## src/rtl/wb_port_arbiter_pkg.sv

```systemverilog
// Shared configuration and types for the register-file write-back arbiter.
// The localparams here are the single point where the port geometry is set.
package wb_port_arbiter_pkg;
  localparam int DATA_WIDTH      = 32;
  localparam int REG_ADDR_WIDTH  = 5;
  localparam int FREE_LIST_WIDTH = 3;
  localparam int NUM_REQ         = 3;
  localparam int REQ_IDX_WIDTH   = $clog2(NUM_REQ);
  localparam int PADDR_WIDTH     = REG_ADDR_WIDTH + 1;

  // Active level of the register_file write strobe.
  localparam logic MEM_WRITE = 1'b1;

  typedef enum logic [REQ_IDX_WIDTH-1:0] {
    WB_REQ_ALU = REQ_IDX_WIDTH'(0),
    WB_REQ_LSU = REQ_IDX_WIDTH'(1),
    WB_REQ_MUL = REQ_IDX_WIDTH'(2)
  } wb_req_e;

  typedef struct packed {
    logic [PADDR_WIDTH-1:0]     paddr;
    logic [PADDR_WIDTH-1:0]     vaddr;
    logic [DATA_WIDTH-1:0]      data;
    logic [FREE_LIST_WIDTH-1:0] alidx;
  } wb_payload_t;

  function automatic logic [REQ_IDX_WIDTH-1:0] next_rr_ptr(input logic [REQ_IDX_WIDTH-1:0] idx);
    return (idx == REQ_IDX_WIDTH'(NUM_REQ - 1)) ? '0 : idx + 1'b1;
  endfunction
endpackage

```

## src/rtl/wb_port_arbiter_if.sv

```systemverilog
// Requester-side and register_file-side signals of the write-back arbiter.
// master = execution units / register_file side, slave = the arbiter.
interface wb_port_arbiter_if;
  import wb_port_arbiter_pkg::*;

  logic                               wb_hold;
  logic [NUM_REQ-1:0]                 req_valid;
  logic [NUM_REQ-1:0]                 req_ready;
  logic [NUM_REQ*PADDR_WIDTH-1:0]     req_paddr;
  logic [NUM_REQ*PADDR_WIDTH-1:0]     req_vaddr;
  logic [NUM_REQ*DATA_WIDTH-1:0]      req_data;
  logic [NUM_REQ*FREE_LIST_WIDTH-1:0] req_alidx;
  logic                               mem_write_enable;
  logic [PADDR_WIDTH-1:0]             wb_physical_write_addr;
  logic [PADDR_WIDTH-1:0]             wb_virtual_write_addr;
  logic [DATA_WIDTH-1:0]              wb_physical_write_data;
  logic [FREE_LIST_WIDTH-1:0]         wb_active_list_index;
  logic [REQ_IDX_WIDTH-1:0]           wb_grant_id;
  logic                               stall_out;

  modport master (
    output wb_hold, req_valid, req_paddr, req_vaddr, req_data, req_alidx,
    input  req_ready, mem_write_enable, wb_physical_write_addr, wb_virtual_write_addr,
           wb_physical_write_data, wb_active_list_index, wb_grant_id, stall_out
  );

  modport slave (
    input  wb_hold, req_valid, req_paddr, req_vaddr, req_data, req_alidx,
    output req_ready, mem_write_enable, wb_physical_write_addr, wb_virtual_write_addr,
           wb_physical_write_data, wb_active_list_index, wb_grant_id, stall_out
  );
endinterface

```

## src/rtl/wb_port_arbiter_rr_arbiter.sv

```systemverilog
// Combinational round-robin picker: first valid bit at or after ptr, wrapping.
// 'any' reports a candidate exists regardless of en; grant is gated by en.
module rr_arbiter #(
  parameter int N  = 3,
  parameter int IW = 2
) (
  input  logic [N-1:0]  valid,
  input  logic [IW-1:0] ptr,
  input  logic          en,
  output logic [N-1:0]  grant,
  output logic [IW-1:0] grant_idx,
  output logic          any
);
  logic [IW:0]   sum;
  logic [IW-1:0] idx;

  always_comb begin
    grant     = '0;
    grant_idx = '0;
    any       = 1'b0;
    sum       = '0;
    idx       = '0;
    // Scan from farthest to nearest so the nearest valid candidate is written last.
    for (int k = N - 1; k >= 0; k--) begin
      sum = {1'b0, ptr} + (IW+1)'(k);
      if (sum >= (IW+1)'(N)) begin
        sum = sum - (IW+1)'(N);
      end
      idx = sum[IW-1:0];
      if (valid[idx]) begin
        grant_idx = idx;
        any       = 1'b1;
      end
    end
    if (any && en) begin
      grant = N'(1) << grant_idx;
    end
  end
endmodule

```

## src/rtl/wb_port_arbiter.sv

```systemverilog
// Round-robin arbiter sharing the register_file write-back port among execution units.
// The winner's payload is registered for one cycle; zero physical address suppresses the strobe.
module wb_port_arbiter (
  input logic              clk,
  input logic              rst_n,
  wb_port_arbiter_if.slave bus
);
  import wb_port_arbiter_pkg::*;

  wb_payload_t              payload [NUM_REQ];
  wb_payload_t              win_pl;
  logic [NUM_REQ-1:0]       grant;
  logic [REQ_IDX_WIDTH-1:0] win_idx;
  logic                     win_any;
  logic                     grant_en;
  logic                     xfer;

  logic                     we_q, we_d;
  wb_payload_t              pl_q, pl_d;
  logic [REQ_IDX_WIDTH-1:0] gid_q, gid_d;
  logic [REQ_IDX_WIDTH-1:0] ptr_q, ptr_d;
  logic                     stall_q, stall_d;

  for (genvar gi = 0; gi < NUM_REQ; gi++) begin : g_unpack
    assign payload[gi] = {bus.req_paddr[gi*PADDR_WIDTH +: PADDR_WIDTH],
                          bus.req_vaddr[gi*PADDR_WIDTH +: PADDR_WIDTH],
                          bus.req_data[gi*DATA_WIDTH +: DATA_WIDTH],
                          bus.req_alidx[gi*FREE_LIST_WIDTH +: FREE_LIST_WIDTH]};
  end

  // No grants while held or while reset is asserted.
  assign grant_en = rst_n & ~bus.wb_hold;

  rr_arbiter #(.N(NUM_REQ), .IW(REQ_IDX_WIDTH)) u_rr (
    .valid     (bus.req_valid),
    .ptr       (ptr_q),
    .en        (grant_en),
    .grant     (grant),
    .grant_idx (win_idx),
    .any       (win_any)
  );

  assign bus.req_ready = grant;
  assign xfer          = win_any & grant_en;
  assign win_pl        = payload[win_idx];

  always_comb begin
    we_d    = ~MEM_WRITE;
    pl_d    = pl_q;
    gid_d   = gid_q;
    ptr_d   = ptr_q;
    stall_d = |(bus.req_valid & ~grant);
    if (xfer) begin
      we_d  = (win_pl.paddr != '0) ? MEM_WRITE : ~MEM_WRITE;
      pl_d  = win_pl;
      gid_d = win_idx;
      ptr_d = next_rr_ptr(win_idx);
    end
  end

  always_ff @(posedge clk or negedge rst_n) begin
    if (!rst_n) begin
      we_q    <= ~MEM_WRITE;
      pl_q    <= '0;
      gid_q   <= '0;
      ptr_q   <= '0;
      stall_q <= 1'b0;
    end else begin
      we_q    <= we_d;
      pl_q    <= pl_d;
      gid_q   <= gid_d;
      ptr_q   <= ptr_d;
      stall_q <= stall_d;
    end
  end

  assign bus.mem_write_enable       = we_q;
  assign bus.wb_physical_write_addr = pl_q.paddr;
  assign bus.wb_virtual_write_addr  = pl_q.vaddr;
  assign bus.wb_physical_write_data = pl_q.data;
  assign bus.wb_active_list_index   = pl_q.alidx;
  assign bus.wb_grant_id            = gid_q;
  assign bus.stall_out              = stall_q;
endmodule

```

## src/flat_wrapper.sv

```systemverilog
// flat-port wrapper written by rule: the top's interface ports become plain ports
module wb_port_arbiter_flat import wb_port_arbiter_pkg::*;
  (clk, rst_n, bus_wb_hold, bus_req_valid, bus_req_paddr, bus_req_vaddr, bus_req_data, bus_req_alidx, bus_req_ready, bus_mem_write_enable, bus_wb_physical_write_addr, bus_wb_virtual_write_addr, bus_wb_physical_write_data, bus_wb_active_list_index, bus_wb_grant_id, bus_stall_out);
  wb_port_arbiter_if bus_i ();
  input logic clk;
  input logic rst_n;
  input wire logic [$bits(bus_i.wb_hold)-1:0] bus_wb_hold;
  input wire logic [$bits(bus_i.req_valid)-1:0] bus_req_valid;
  input wire logic [$bits(bus_i.req_paddr)-1:0] bus_req_paddr;
  input wire logic [$bits(bus_i.req_vaddr)-1:0] bus_req_vaddr;
  input wire logic [$bits(bus_i.req_data)-1:0] bus_req_data;
  input wire logic [$bits(bus_i.req_alidx)-1:0] bus_req_alidx;
  output wire logic [$bits(bus_i.req_ready)-1:0] bus_req_ready;
  output wire logic [$bits(bus_i.mem_write_enable)-1:0] bus_mem_write_enable;
  output wire logic [$bits(bus_i.wb_physical_write_addr)-1:0] bus_wb_physical_write_addr;
  output wire logic [$bits(bus_i.wb_virtual_write_addr)-1:0] bus_wb_virtual_write_addr;
  output wire logic [$bits(bus_i.wb_physical_write_data)-1:0] bus_wb_physical_write_data;
  output wire logic [$bits(bus_i.wb_active_list_index)-1:0] bus_wb_active_list_index;
  output wire logic [$bits(bus_i.wb_grant_id)-1:0] bus_wb_grant_id;
  output wire logic [$bits(bus_i.stall_out)-1:0] bus_stall_out;
  assign bus_i.wb_hold = bus_wb_hold;
  assign bus_i.req_valid = bus_req_valid;
  assign bus_i.req_paddr = bus_req_paddr;
  assign bus_i.req_vaddr = bus_req_vaddr;
  assign bus_i.req_data = bus_req_data;
  assign bus_i.req_alidx = bus_req_alidx;
  assign bus_req_ready = bus_i.req_ready;
  assign bus_mem_write_enable = bus_i.mem_write_enable;
  assign bus_wb_physical_write_addr = bus_i.wb_physical_write_addr;
  assign bus_wb_virtual_write_addr = bus_i.wb_virtual_write_addr;
  assign bus_wb_physical_write_data = bus_i.wb_physical_write_data;
  assign bus_wb_active_list_index = bus_i.wb_active_list_index;
  assign bus_wb_grant_id = bus_i.wb_grant_id;
  assign bus_stall_out = bus_i.stall_out;
  wb_port_arbiter u_core (.clk(clk), .rst_n(rst_n), .bus(bus_i));
endmodule
```

## config.mk

```make
export PLATFORM = sky130hd
export DESIGN_NAME = wb_port_arbiter_flat
export DESIGN_NICKNAME = d
export VERILOG_FILES = /design/src/rtl/wb_port_arbiter_pkg.sv /design/src/rtl/wb_port_arbiter_if.sv /design/src/rtl/wb_port_arbiter_rr_arbiter.sv /design/src/rtl/wb_port_arbiter.sv /design/src/flat_wrapper.sv
export SDC_FILE = /design/constraint.sdc
export NUM_CORES = 1
export LEC_CHECK = 0
export CORE_ASPECT_RATIO = 1.4
export CORE_UTILIZATION = 37
export DETAILED_ROUTE_END_ITERATION = 6
export PLACE_DENSITY_LB_ADDON = 0.15
export RECOVER_POWER = 100
export SKIP_CTS_REPAIR_TIMING = 1
export SYNTH_ARGS = -nofsm -noshare
export SYNTH_HDL_FRONTEND = slang
export SYNTH_SLANG_ARGS = --single-unit
```

## constraint.sdc

```tcl
create_clock -name clk -period 3.29 [get_ports clk]
set_clock_uncertainty 0.2 [all_clocks]
set_input_delay 0.658 -clock clk [delete_from_list [all_inputs] [get_ports clk]]
set_output_delay 0.658 -clock clk [all_outputs]
set_load 0.01 [all_outputs]
```

[Word level (Yosys, flattened, before mapping)]
Cells that the tools add are included.
Word-level totals
  flip-flop bits (word level): 53
  latch bits: 0
  memory bits (writable): 0
  ROM bits: 0
  output and inout bits: 54
  logic and storage cells: 54
  memories: 0
Operators by class
  add/sub/neg operators: 6
  multiply operators: 0
  divide/modulo/power cells: 0
  order comparisons: 7
  equal/unequal tests: 1
  shifts and indexed selects: 1
  mux-type cells: 22
  bitwise logic cells: 6
  reductions and logical operators: 3
Operator list (number)
  $bmux 47 s2: 1
  $mux 47: 2
  $mux 2: 7
  $lt 2x3->1 const B: 3
  $mux 1: 8
  $bmux 1 s2: 3
  $ge 3x2->1 const B: 2
  $reduce_bool 6->1: 1
  $sub 2x2->2 const B: 3
  $add 2x1->3 const B: 1
  $add 2x2->3 const B: 1
  $and 3x3->3: 1
  $ge 3x3->1 const B: 1
  $mux 3: 1
  $not 2->3: 1
  $not 3->3: 1
  $reduce_or 3->1: 1
  $shl 1x2->3 const A: 1
  $add 2x1->2 const B: 1
  $and 1x1->1: 2
  $eq 2x2->1 const B: 1
  $ge 2x2->1 const B: 1
  $logic_and 1x1->1: 1
  $not 1->1: 1

[Depth between registers and ports, before layout]
Gate-level depths: netlist of run 1.
  depth in word-level cells: 15
  mapped depth: 11

[By module]
From an unflattened synthesis of run 1, not the netlist that was laid out.
Second synthesis, totals
  cells, all modules: 350
  area total of the unflattened synthesis: 3123.0 um2
By module, submodules not included
  wb_port_arbiter: times used 1, cells each 320, area an instance 2889.0 um2, sequential area each 1326.3 um2
  rr_arbiter: times used 1, cells each 30, area an instance 234.0 um2, sequential area each 0.0 um2

[Worst setup path after synthesis of run 1]
OpenSTA, ideal clock, no wires.
  path kind: reg-to-output
  start point: register u_core.ptr_q[1]
  end point: output port bus_req_ready[1]
  arrival: 1.813 ns
  required time: 2.432 ns
  setup slack: 0.619 ns
  cell stages (with the launch flop): 10
  cell sequence: dfrtp_1 -> inv_1 -> ha_1 -> buf_4 -> mux2i_1 -> o221ai_2 -> o311ai_2 -> buf_4 -> buf_2 -> nor2_1
Between the ends
  word-level cells in the longest chain between the ends: 10
RTL lines
  start, declared: RTL line wb_port_arbiter.sv:21  | logic [REQ_IDX_WIDTH-1:0] ptr_q, ptr_d;
  start signal, assigned: RTL line wb_port_arbiter.sv:72  | ptr_q <= ptr_d;
  $add 2x2->3: RTL line wb_port_arbiter_rr_arbiter.sv:25  | sum = {1'b0, ptr} + (IW+1)'(k);
  $ge 3x2->1 or $sub 2x2->2 (tied branches): RTL line wb_port_arbiter_rr_arbiter.sv:26, wb_port_arbiter_rr_arbiter.sv:27
  $mux 2: RTL line wb_port_arbiter_rr_arbiter.sv:26  | if (sum >= (IW+1)'(N)) begin
  $bmux 1 s2: RTL line wb_port_arbiter_rr_arbiter.sv:30  | if (valid[idx]) begin
  $mux 1 (implied by the code): RTL line wb_port_arbiter_rr_arbiter.sv:30
  $mux 2 or $mux 1 (tied branches) (3 in a row): RTL line wb_port_arbiter_rr_arbiter.sv:30
  $shl 1x2->3 or $logic_and 1x1->1 (tied branches): RTL line wb_port_arbiter_rr_arbiter.sv:36, wb_port_arbiter_rr_arbiter.sv:35
  $mux 3 *: RTL line wb_port_arbiter_rr_arbiter.sv:35  | if (any && en) begin
  end, declared: RTL line flat_wrapper.sv:13  | output wire logic [$bits(bus_i.req_ready)-1:0] bus_req_ready;
Every way passes the cells marked *; elsewhere a longest branch is shown, timed or not. The select of a mux whose other input is x is not followed.

[Worst setup path in the final report of run 1]
  start point: input port bus_req_valid[0]
  end point: output port bus_req_ready[0]
Between the ends
  word-level cells in the longest chain between the ends: 7
RTL lines
  start, declared: RTL line flat_wrapper.sv:8  | input wire logic [$bits(bus_i.req_valid)-1:0] bus_req_valid;
  $bmux 1 s2: RTL line wb_port_arbiter_rr_arbiter.sv:30
  $mux 1 (implied by the code): RTL line wb_port_arbiter_rr_arbiter.sv:30
  $mux 2 or $mux 1 (tied branches) (3 in a row): RTL line wb_port_arbiter_rr_arbiter.sv:30
  $shl 1x2->3 or $logic_and 1x1->1 (tied branches): RTL line wb_port_arbiter_rr_arbiter.sv:36, wb_port_arbiter_rr_arbiter.sv:35
  $mux 3 *: RTL line wb_port_arbiter_rr_arbiter.sv:35
Marked as above.

==> metrics.cfg, run 1 <==
[final_layout]
antennaDiodeCount = 0
nNetsFinal = 693
drive_above_1_share_pct = 4.60
register_area_mm2 = 0.00133
fill_cells = 734
final_common_cell = clkdlybuf4s50_1
syn2layout_area_growth_pct = 69.4
final_cell_mix = clkdlybuf4s50_1, nand2_1, dfrtp_1, dlygate4sd3_1, nor2_1
multi_input_area_mm2 = 0.00162

[power]
irDropWorstVdd_mv = 0.553
p_sw_mw = 1.58
p_seq_share_pct = 27.6
power-per-cell-area_mw_per_mm2 = 746
p_comb_share_pct = 59.6
p_sw_share_pct = 39.7
p_int_mw = 2.40
power_mw = 3.97
clkPwrFrac_pct = 12.8
leakage_nw = 2.54

[logic_synthesis]
synth_area_mm2 = 0.00315
synth_edf_count = 0
synth_top_cell_area_share_pct = 42.1
synth_top_cell_by_area = dfrtp_1
synth_seq_area_share_pct = 42.1
synthTopCellsByArea = dfrtp_1, a21o_1, a311oi_1
syn_inst = 355
ys.warnings.count = 0
synth_nets = 505
synth.avg_cell_area_um2 = 8.86
ys_ff_latch = 53
async_flop_share_pct = 100
synthFlopType = dfrtp_1
ys_types = 34

[timing]
hold_viol_final = 0
worst_slew_pin_slew_ns = 1.28
relSlewSlack_pct = 14.7
period_needed_ns = 3.11
hold-worst-slack_ns = 0.269
max_freq_mhz = 322
drv_slew = 0
fin_crit_sh_pct = 94.4
setup_viol_count_final = 0
rsz0062_at_grt = no

[setup_path]
crit_path_max_fanout = 4
required_ns = 2.43
r2r-start = u_core.ptr_q[0]
start_kind = input port
startpoint = bus_req_valid[0]
crit_arrival_ns = 2.25
criticalPathCategory = in2out
critPathCaptureType = output port
worst_r2r_path_depth = 10
rr_endpoint = u_core.bus.mem_write_enable
endpoint = bus_req_ready[0]
rrSetupSlack_ns = 0.32

[cts]
numCtsBuffers = 5
cts_tree = yes
cts_sinks = 53
clockRootBuffer = clkbuf_16
clk_latency_ns = 0.28
cts_buffer_depth = 2
h-tree-depth = 2
path_clk_slew_ns = 0.06

[floorplanning]
die-area_mm2 = 0.00888
core_mm2 = 0.00820
num_rows = 39
die_h_um = 111
io_pins = 201
start_util_pct = 38.4
die_x_um = 79.9

[outcome]
status = complete, no violations

[drt]
firstDrtPassIters = 4
drtIter0Drc = 175
drc_errors = 0
routed_wl_um = 9310
detail-route-antenna-nets = 0
via_per_inst = 5.24
routedWlPerCell_um = 14.4
vias = 3383

[min_path]
hold_path.class = reg2reg
min_path_cells = 2

[job]
cap_violations = 0

[global_routing]
grt_pass1_vias = 3232
grt_pass1_wl_um = 15000
antenna_found_initial = 0
grt_max_degree = 101
gr-total-overflow = 0
grt.total_usage_pct = 21.1

[placed_design]
gp_congestion = 0.775
dpl.hpwl_um = 6710
port-buffer-count = 200

[cell usage after synthesis, types with 3 or more instances]
| master | number |
|---|---|
| mux2i_1 | 12 |
| dfrtp_1 | 53 |
| o21ai_0 | 5 |
| nand2_1 | 77 |
| clkbuf_1 | 8 |
| nor2_1 | 48 |
| a21o_1 | 45 |
| nand2b_1 | 3 |
| buf_4 | 9 |
| buf_6 | 3 |
| a211oi_1 | 10 |
| o2bb2ai_1 | 3 |
| ha_1 | 3 |
| a311oi_1 | 34 |
| inv_1 | 5 |
| a21oi_1 | 5 |
| buf_2 | 12 |
[power by group through the flow]
stage | Sequential [mW] | Combinational (mW) | Clock (mW)
6_report | 1.10 | 2.37 | 0.508
5_1_grt | 1.13 | 2.59 | 0.554
4_1_cts | 1.11 | 2.54 | 0.522
3_5_place_dp | 1.12 | 2.53 | 0
3_3_place_gp | 1.11 | 2.49 | 0
2_1_floorplan | 1.26 | 1.33 | 0
[flip-flops by register name (all words and copies together) (netlist names)]
signal and flops:
u_core.bus.wb_physical_write_data 32, u_core.bus.wb_physical_write_addr 6, u_core.bus.wb_virtual_write_addr 6, u_core.bus.wb_active_list_index 3, u_core.bus.wb_grant_id 2, u_core.ptr_q 2, u_core.bus.mem_write_enable 1, u_core.bus.stall_out 1
[critical path, stage by stage]
cell	delay [ns]
clkdlybuf4s50_1	0.52
mux2i_1	0.10
o221ai_2	0.28
o311ai_4	0.14
nand2b_1	0.22
nor2_1	0.15
clkbuf_1	0.19
[logic make-up (layout without fill, tap and decap cells)]
kind of cell	after synthesis	count (layout)	share of synthesized area, %
AND/OR/NAND/NOR	131	131	16.1
flip-flops	53	53	42.1
adder cells (fa/ha/maj)	3	3	1.19
buffers and inverters	38	226	6.84
multiplexers	13	13	4.18
AO/OA/AOI/OAI	117	117	29.5
[area by class of cell]
class | instances | share of cell area [%]
Sequential cell | 53 | 24.9
Inverter | 5 | 0.352
Timing Repair Buffer | 214 | 39.4
Multi-Input combinational cell | 264 | 30.3
Clock buffer | 7 | 2.68
Tap cell | 102 | 2.39
[worst min path at each step]
stage / start / to
floorplan: rst_n / u_core.bus.mem_write_enable
global placement: u_core.bus.wb_physical_write_data[9] / u_core.bus.wb_physical_write_data[9]
detailed placement: u_core.bus.wb_physical_write_data[30] / u_core.bus.wb_physical_write_data[30]
CTS: u_core.bus.wb_physical_write_data[15] / u_core.bus.wb_physical_write_data[15]
global route: u_core.bus.wb_physical_write_data[15] / u_core.bus.wb_physical_write_data[15]
finish: u_core.bus.wb_physical_write_addr[3] / u_core.bus.wb_physical_write_addr[3]
[per-layer routing]
| metal | global-route usage, % | wire length [um] | share of wire, % | vias up |
|---|---|---|---|---|
| li1 | - | - | - | 1653 |
| met1 | 23.5 | 3620 | 39 | 1591 |
| met2 | 38.8 | 4850 | 52 | 124 |
| met3 | 4.86 | 668 | 7.2 | 15 |
| met4 | 5.95 | 173 | 1.9 | 0 |
| met5 | 0 | 0 | 0 | - |
[stage by stage]
step / worst slack, ns / TNS, ns / util (%) / instances / instance area, um^2
after floorplan: 0.619 / 0 / - / 355 / 3150
after global placement: -0.176 / -0.408 / 63.7 / 638 / 5230
after detailed placement: -0.226 / -0.504 / 63.7 / 638 / 5230
after CTS: -0.247 / -0.619 / 65.5 / 645 / 5370
after global routing: 0.0469 / 0 / 65.0 / 645 / 5330
final: 0.185 / 0 / 65.0 / 645 / 5330
Note: power is estimated with default switching activity, not from simulation.
==> run 2, diff against run 1 <==
--- a/config.mk
+++ b/config.mk
@@ -5,8 +5,11 @@
 export SDC_FILE = /design/constraint.sdc
 export NUM_CORES = 1
 export LEC_CHECK = 0
+export CAP_MARGIN = 10
+export CELL_PAD_IN_SITES_DETAIL_PLACEMENT = 1
+export CELL_PAD_IN_SITES_GLOBAL_PLACEMENT = 2
 export CORE_ASPECT_RATIO = 1.4
-export CORE_UTILIZATION = 37
+export CORE_UTILIZATION = 19
 export DETAILED_ROUTE_END_ITERATION = 6
 export PLACE_DENSITY_LB_ADDON = 0.15
 export RECOVER_POWER = 100
==> run 2 against run 1 <==
Compared with the run above:
- first-iteration DRC count decreased by 47%
- combinational power increased by 6%
- critical path depth increased by 1
- core utilization decreased by 31 points
- power increased by 4.1%
- global-route usage decreased by 6.3 points
- critical path type unchanged
- die area increased by 92%
- sequential share of layout area decreased by 0.73 points
- via count increased by 2.2%
- worst setup slack got worse by 0.029 ns
- wire length increased by 38%
- cell count increased by 16%
==> metrics.cfg, run 2 (synthesis results as in run 1) <==
[floorplanning]
start_util_pct = 19.5
core_mm2 = 0.0162
io_pins = 201
die-area_mm2 = 0.0171
die_h_um = 154
die_x_um = 111
num_rows = 55

[placed_design]
dpl.hpwl_um = 9460
gp_congestion = 0.757
dp_cells = 738
port-buffer-count = 200
place_ws_ns = -0.296

[global_routing]
grt_pass1_vias = 3650
grt_use_met3_pct = 2.74
top_usage_layer = met2
gr-total-overflow = 0
grt_max_degree = 60
grt_pass1_wl_um = 20000
use_met1_pct = 16.3
grtUsageMet2_pct = 28.3
antenna_found_initial = 0
grt.total_usage_pct = 14.8

[outcome]
status = complete, no violations

[drt]
via_per_inst = 4.64
drtIter0Drc = 92
vias = 3458
routed_wl_um = 12800
routedWlPerCell_um = 17.2
drc_errors = 0
firstDrtPassIters = 4
detail-route-antenna-nets = 0

[power]
power-per-cell-area_mw_per_mm2 = 754
p_seq_share_pct = 26.5
leakage_nw = 2.57
p_sw_mw = 1.74
p_comb_share_pct = 60.8
clkPwrFrac_pct = 12.6
irDropWorstVdd_mv = 0.429
p_int_mw = 2.40
p_sw_share_pct = 41.9

[setup_path]
startpoint = bus_req_valid[2]
critPathCaptureType = output port
crit_chain = clkdlybuf4s50_1 > clkbuf_1 > nand3b_1 > o221ai_2 > o311ai_4 > nand2b_4 > nor2_1 > dlymetal6s2s_1
crit_path_max_fanout = 4
criticalPathCategory = in2out
cp_top_family = buffers and inverters
slowest_delay_ns = 0.43
start_kind = input port
crit_arrival_ns = 2.28
r2r-start = u_core.ptr_q[1]
critical_path.slowest_cell = clkdlybuf4s50_1
required_ns = 2.43
cp_num_buf_inv = 3

[cts]
cts_tree = yes
clk_latency_ns = 0.29
numCtsBuffers = 5
h-tree-depth = 2
clockRootBuffer = clkbuf_16
cts_buffer_depth = 2
path_clk_slew_ns = 0.06
cts_sinks = 53

[final_layout]
fin_cells = 746
drive_above_1_share_pct = 6.03
largest_reg_flops = 32
antennaDiodeCount = 0
fin_util_pct = 33.9
final_common_cell = clkdlybuf4s50_1
register_area_mm2 = 0.00133
syn2layout_area_growth_pct = 74.5
nNetsFinal = 696
final_cell_mix = clkdlybuf4s50_1, nand2_1, dfrtp_1, dlygate4sd3_1, nor2_1
fill_cells = 1870
multi_input_area_mm2 = 0.00165

[timing]
relSlewSlack_pct = 4.38
max_freq_mhz = 319
setup_viol_count_final = 0
fin_crit_sh_pct = 95.3
period_needed_ns = 3.13
hold_viol_final = 0
rsz0062_at_grt = no
worst_slew_pin_slew_ns = 1.43
finalWorstSetupSlack_ns = 0.156
drv_slew = 0

[min_path]
hold_start = u_core.bus.wb_physical_write_data[1]
hold_path.class = reg2reg

[job]
cap_violations = 0

-- run 2: cell count changes in the layout (fill, tap and decap cells not counted), sizes merged --
cell	before	now
dlymetal6s2s	0	1
buf	10	9
clkinv	0	2
clkbuf	15	17
-- run 2: area by class of cell --
class / count / share of cell area (%)
inverter: 5 / 0.342
clock inverter: 2 / 0.182
clock buffer: 6 / 2.35
sequential: 53 / 24.2
multi-input combinational: 264 / 30.1
tap: 199 / 4.54
timing repair buffer: 217 / 38.3
-- run 2: through the flow --
step / hold WS [ns] / setup TNS [ns] / cell area (um^2) / power [mW]
5_1_grt: 0.292 / 0 / 5490 / 4.48
2_1_floorplan: 0.162 / 0 / 3150 / 2.58
4_1_cts: 0.281 / -0.752 / 5490 / 4.35
3_3_place_gp: 0.261 / -0.632 / 5350 / 3.75
3_5_place_dp: 0.265 / -0.739 / 5350 / 3.80
6_report: 0.269 / 0 / 5490 / 4.14
-- run 2: path summary, 6_finish.rpt --
path / end / slack [ns] / depth (start not counted)
setup reg to reg: u_core.bus.wb_grant_id[0] / 0.38 / 8
setup / recovery: bus_req_ready[2] / 0.16 / 8
min in group asynchronous: u_core.bus.wb_virtual_write_addr[2] / 0.74 / 2
hold / removal: u_core.bus.wb_physical_write_data[1] / 0.27 / 1
max in group asynchronous: u_core.bus.wb_physical_write_data[11] / 1.28 / 2
hold reg to reg: u_core.bus.wb_physical_write_data[1] / 0.27 / 1
-- run 2: worst register-to-register path, stage by stage, from the launching register on --
cell,delay [ns]
dfrtp_1,0.41
inv_1,0.08
ha_2,0.24
mux2i_2,0.24
o221ai_2,0.18
o311ai_4,0.33
clkbuf_4,0.20
clkbuf_4,0.53
mux2_2,0.40
-- run 2: power groups by stage --
stage / clock, mW / combinational [mW] / sequential [mW]
after floorplan: 0 / 1.33 / 1.26
after global placement: 0 / 2.64 / 1.12
after detailed placement: 0 / 2.67 / 1.13
after CTS: 0.553 / 2.68 / 1.12
after global routing: 0.575 / 2.76 / 1.15
final: 0.523 / 2.52 / 1.10
-- run 2: routing by layer --
metal | part of all wire, % | routed length, um
met4 | 1.8 | 232
met1 | 38 | 4890
met2 | 56 | 7140
met3 | 4.3 | 554
met5 | 0 | 0
==> variant (config.mk and constraints of run 2) <==
Make the reset (`rst_n`) synchronous in one clocked block.
--- a/src/rtl/wb_port_arbiter.sv
+++ b/src/rtl/wb_port_arbiter.sv
@@ -58,7 +58,7 @@
     end
   end
 
-  always_ff @(posedge clk or negedge rst_n) begin
+  always_ff @(posedge clk) begin
     if (!rst_n) begin
       we_q    <= ~MEM_WRITE;
       pl_q    <= '0;
Function: differs if rst_n is asserted again (counterexample within 4 cycles, from zero or initial values and one cycle with rst_n low); with rst_n held inactive, the same outputs for 10 cycles.
==> variant against run 2 <==
Final area unchanged. Routed wire length increased by 18%. Synthesized area shrank 3.4%. Sequential share of layout area down 4.8 points. Sequential cell count unchanged. Register-to-register slack worse by 0.07 ns. Worst setup slack got worse by 0.096 ns. Critical path depth stayed put. Critical path type unchanged. Largest cell class unchanged. Highest routed layer unchanged.
Power is not compared: it rests on default switching activity, and its combinational part moved more than twofold at a synthesized area within 25%.
==> variant: results (changes against run 2) <==
| Metric | Value |
|---|---|
| Top cells by count, synth | 66 x o21ai_0, 53 x dfxtp_1, 48 x nand3_1 (was 77 x nand2_1, 53 x dfrtp_1, 48 x nor2_1) |
| Synth area leaders | dfxtp_1 35%, o21ai_0 11%, a211oi_1 10% (was dfrtp_1 42%, a21o_1 11%, a311oi_1 9.5%) |
| Met3 WL post-DR | 886 microns (was 554 microns) |
| First-pass GRT wire length | 21.9 mm (was 20.0 mm) |
| Via density | 4.96 (was 4.64) |
| Cell Area, Placed | 5340 sq um (was 5350 sq um) |
| Critical Path Start | bus_req_valid[0] (was bus_req_valid[2]) |
| Status | complete, no violations (unchanged) |
| Filler cells | 1866 (was 1870) |
| Min-delay src | u_core.bus.wb_physical_write_data[16]$_SDFFE_PN0P_ (was u_core.bus.wb_physical_write_data[1]$_DFFE_PN0P_) |
| All-Layer GR Usage | 17.7% (was 14.8%) |
| Placed Instances | 759 (was 738) |
| R2R Setup Slk | 0.31 ns (was 0.38 ns) |
| Period utilisation layout | 98.2% (was 95.3%) |
| Final hold slack | 0.259 ns (was 0.269 ns) |
| Critical R2R Capture | u_core.bus.wb_physical_write_data[17]$_SDFFE_PN0P_ (was u_core.bus.wb_grant_id[0]$_DFFE_PN0P_) |
| Final non-filler cell total | 767 (was 746) |
| Cell depth of the worst flop-to-flop path | 9 (was 8) |
| Worst Tran Pin Value | 0.672 ns (was 1.43 ns) |
| Layout Nets | 720 (was 696) |
| Met2 Wirelength | 8.23 mm (was 7.14 mm) |
| Met2 Resource Use GR | 35.0% (was 28.3%) |
| Asr flop ratio synth | 0% (was 100%) |
| Hold Path End | u_core.bus.wb_physical_write_data[16]$_SDFFE_PN0P_ (was u_core.bus.wb_physical_write_data[1]$_DFFE_PN0P_) |
| CP Max Fanout | 5 (was 4) |
| Initial antenna violation count | 1 (was 0) |
| Sequential share of the synthesized area | 34.9% (was 42.1%) |
| RR Startpoint | u_core.ptr_q[0]$_SDFFE_PN0P_ (was u_core.ptr_q[1]$_DFFE_PN0P_) |
| CP peak stage delay | 0.49 ns (was 0.43 ns) |
| Fraction of layout cells with a size suffix above 1 | 8.42% (was 6.03%) |
-- variant: power breakdown --
group	switching, mW	internal, mW	leakage [nW]
combinational	0.328	0.377	1.50
clock	0.248	0.300	0.0700
sequential	0.0308	0.710	0.437
total	0.607	1.39	2.00
-- variant: area by class of cell --
cell class	instances	area, sq um	share of cell area [%]
Timing Repair Buffer	226	2220	40.5
Multi-Input combinational cell	279	1800	32.7
Clock buffer	7	143	2.60
Tap cell	196	245	4.47
Sequential cell	53	1060	19.3
Antenna cell	1	2.50	0.0456
Inverter	5	18.8	0.342
-- variant: kinds of logic after synthesis --
kind of cell,count (synthesis),synth area share (%)
compound gates,159,32.9
fa+ha+maj,3,1.23
buf+inv,45,7.16
flops,53,34.9
mux,2,0.658
simple gates,115,23.2
-- variant: worst max-delay path: cells and delay by family --
kind | cells | cell delay [ns]
buffers and inverters | 4 | 1.02
AO/OA/AOI/OAI | 1 | 0.36
AND/OR/NAND/NOR | 3 | 0.34
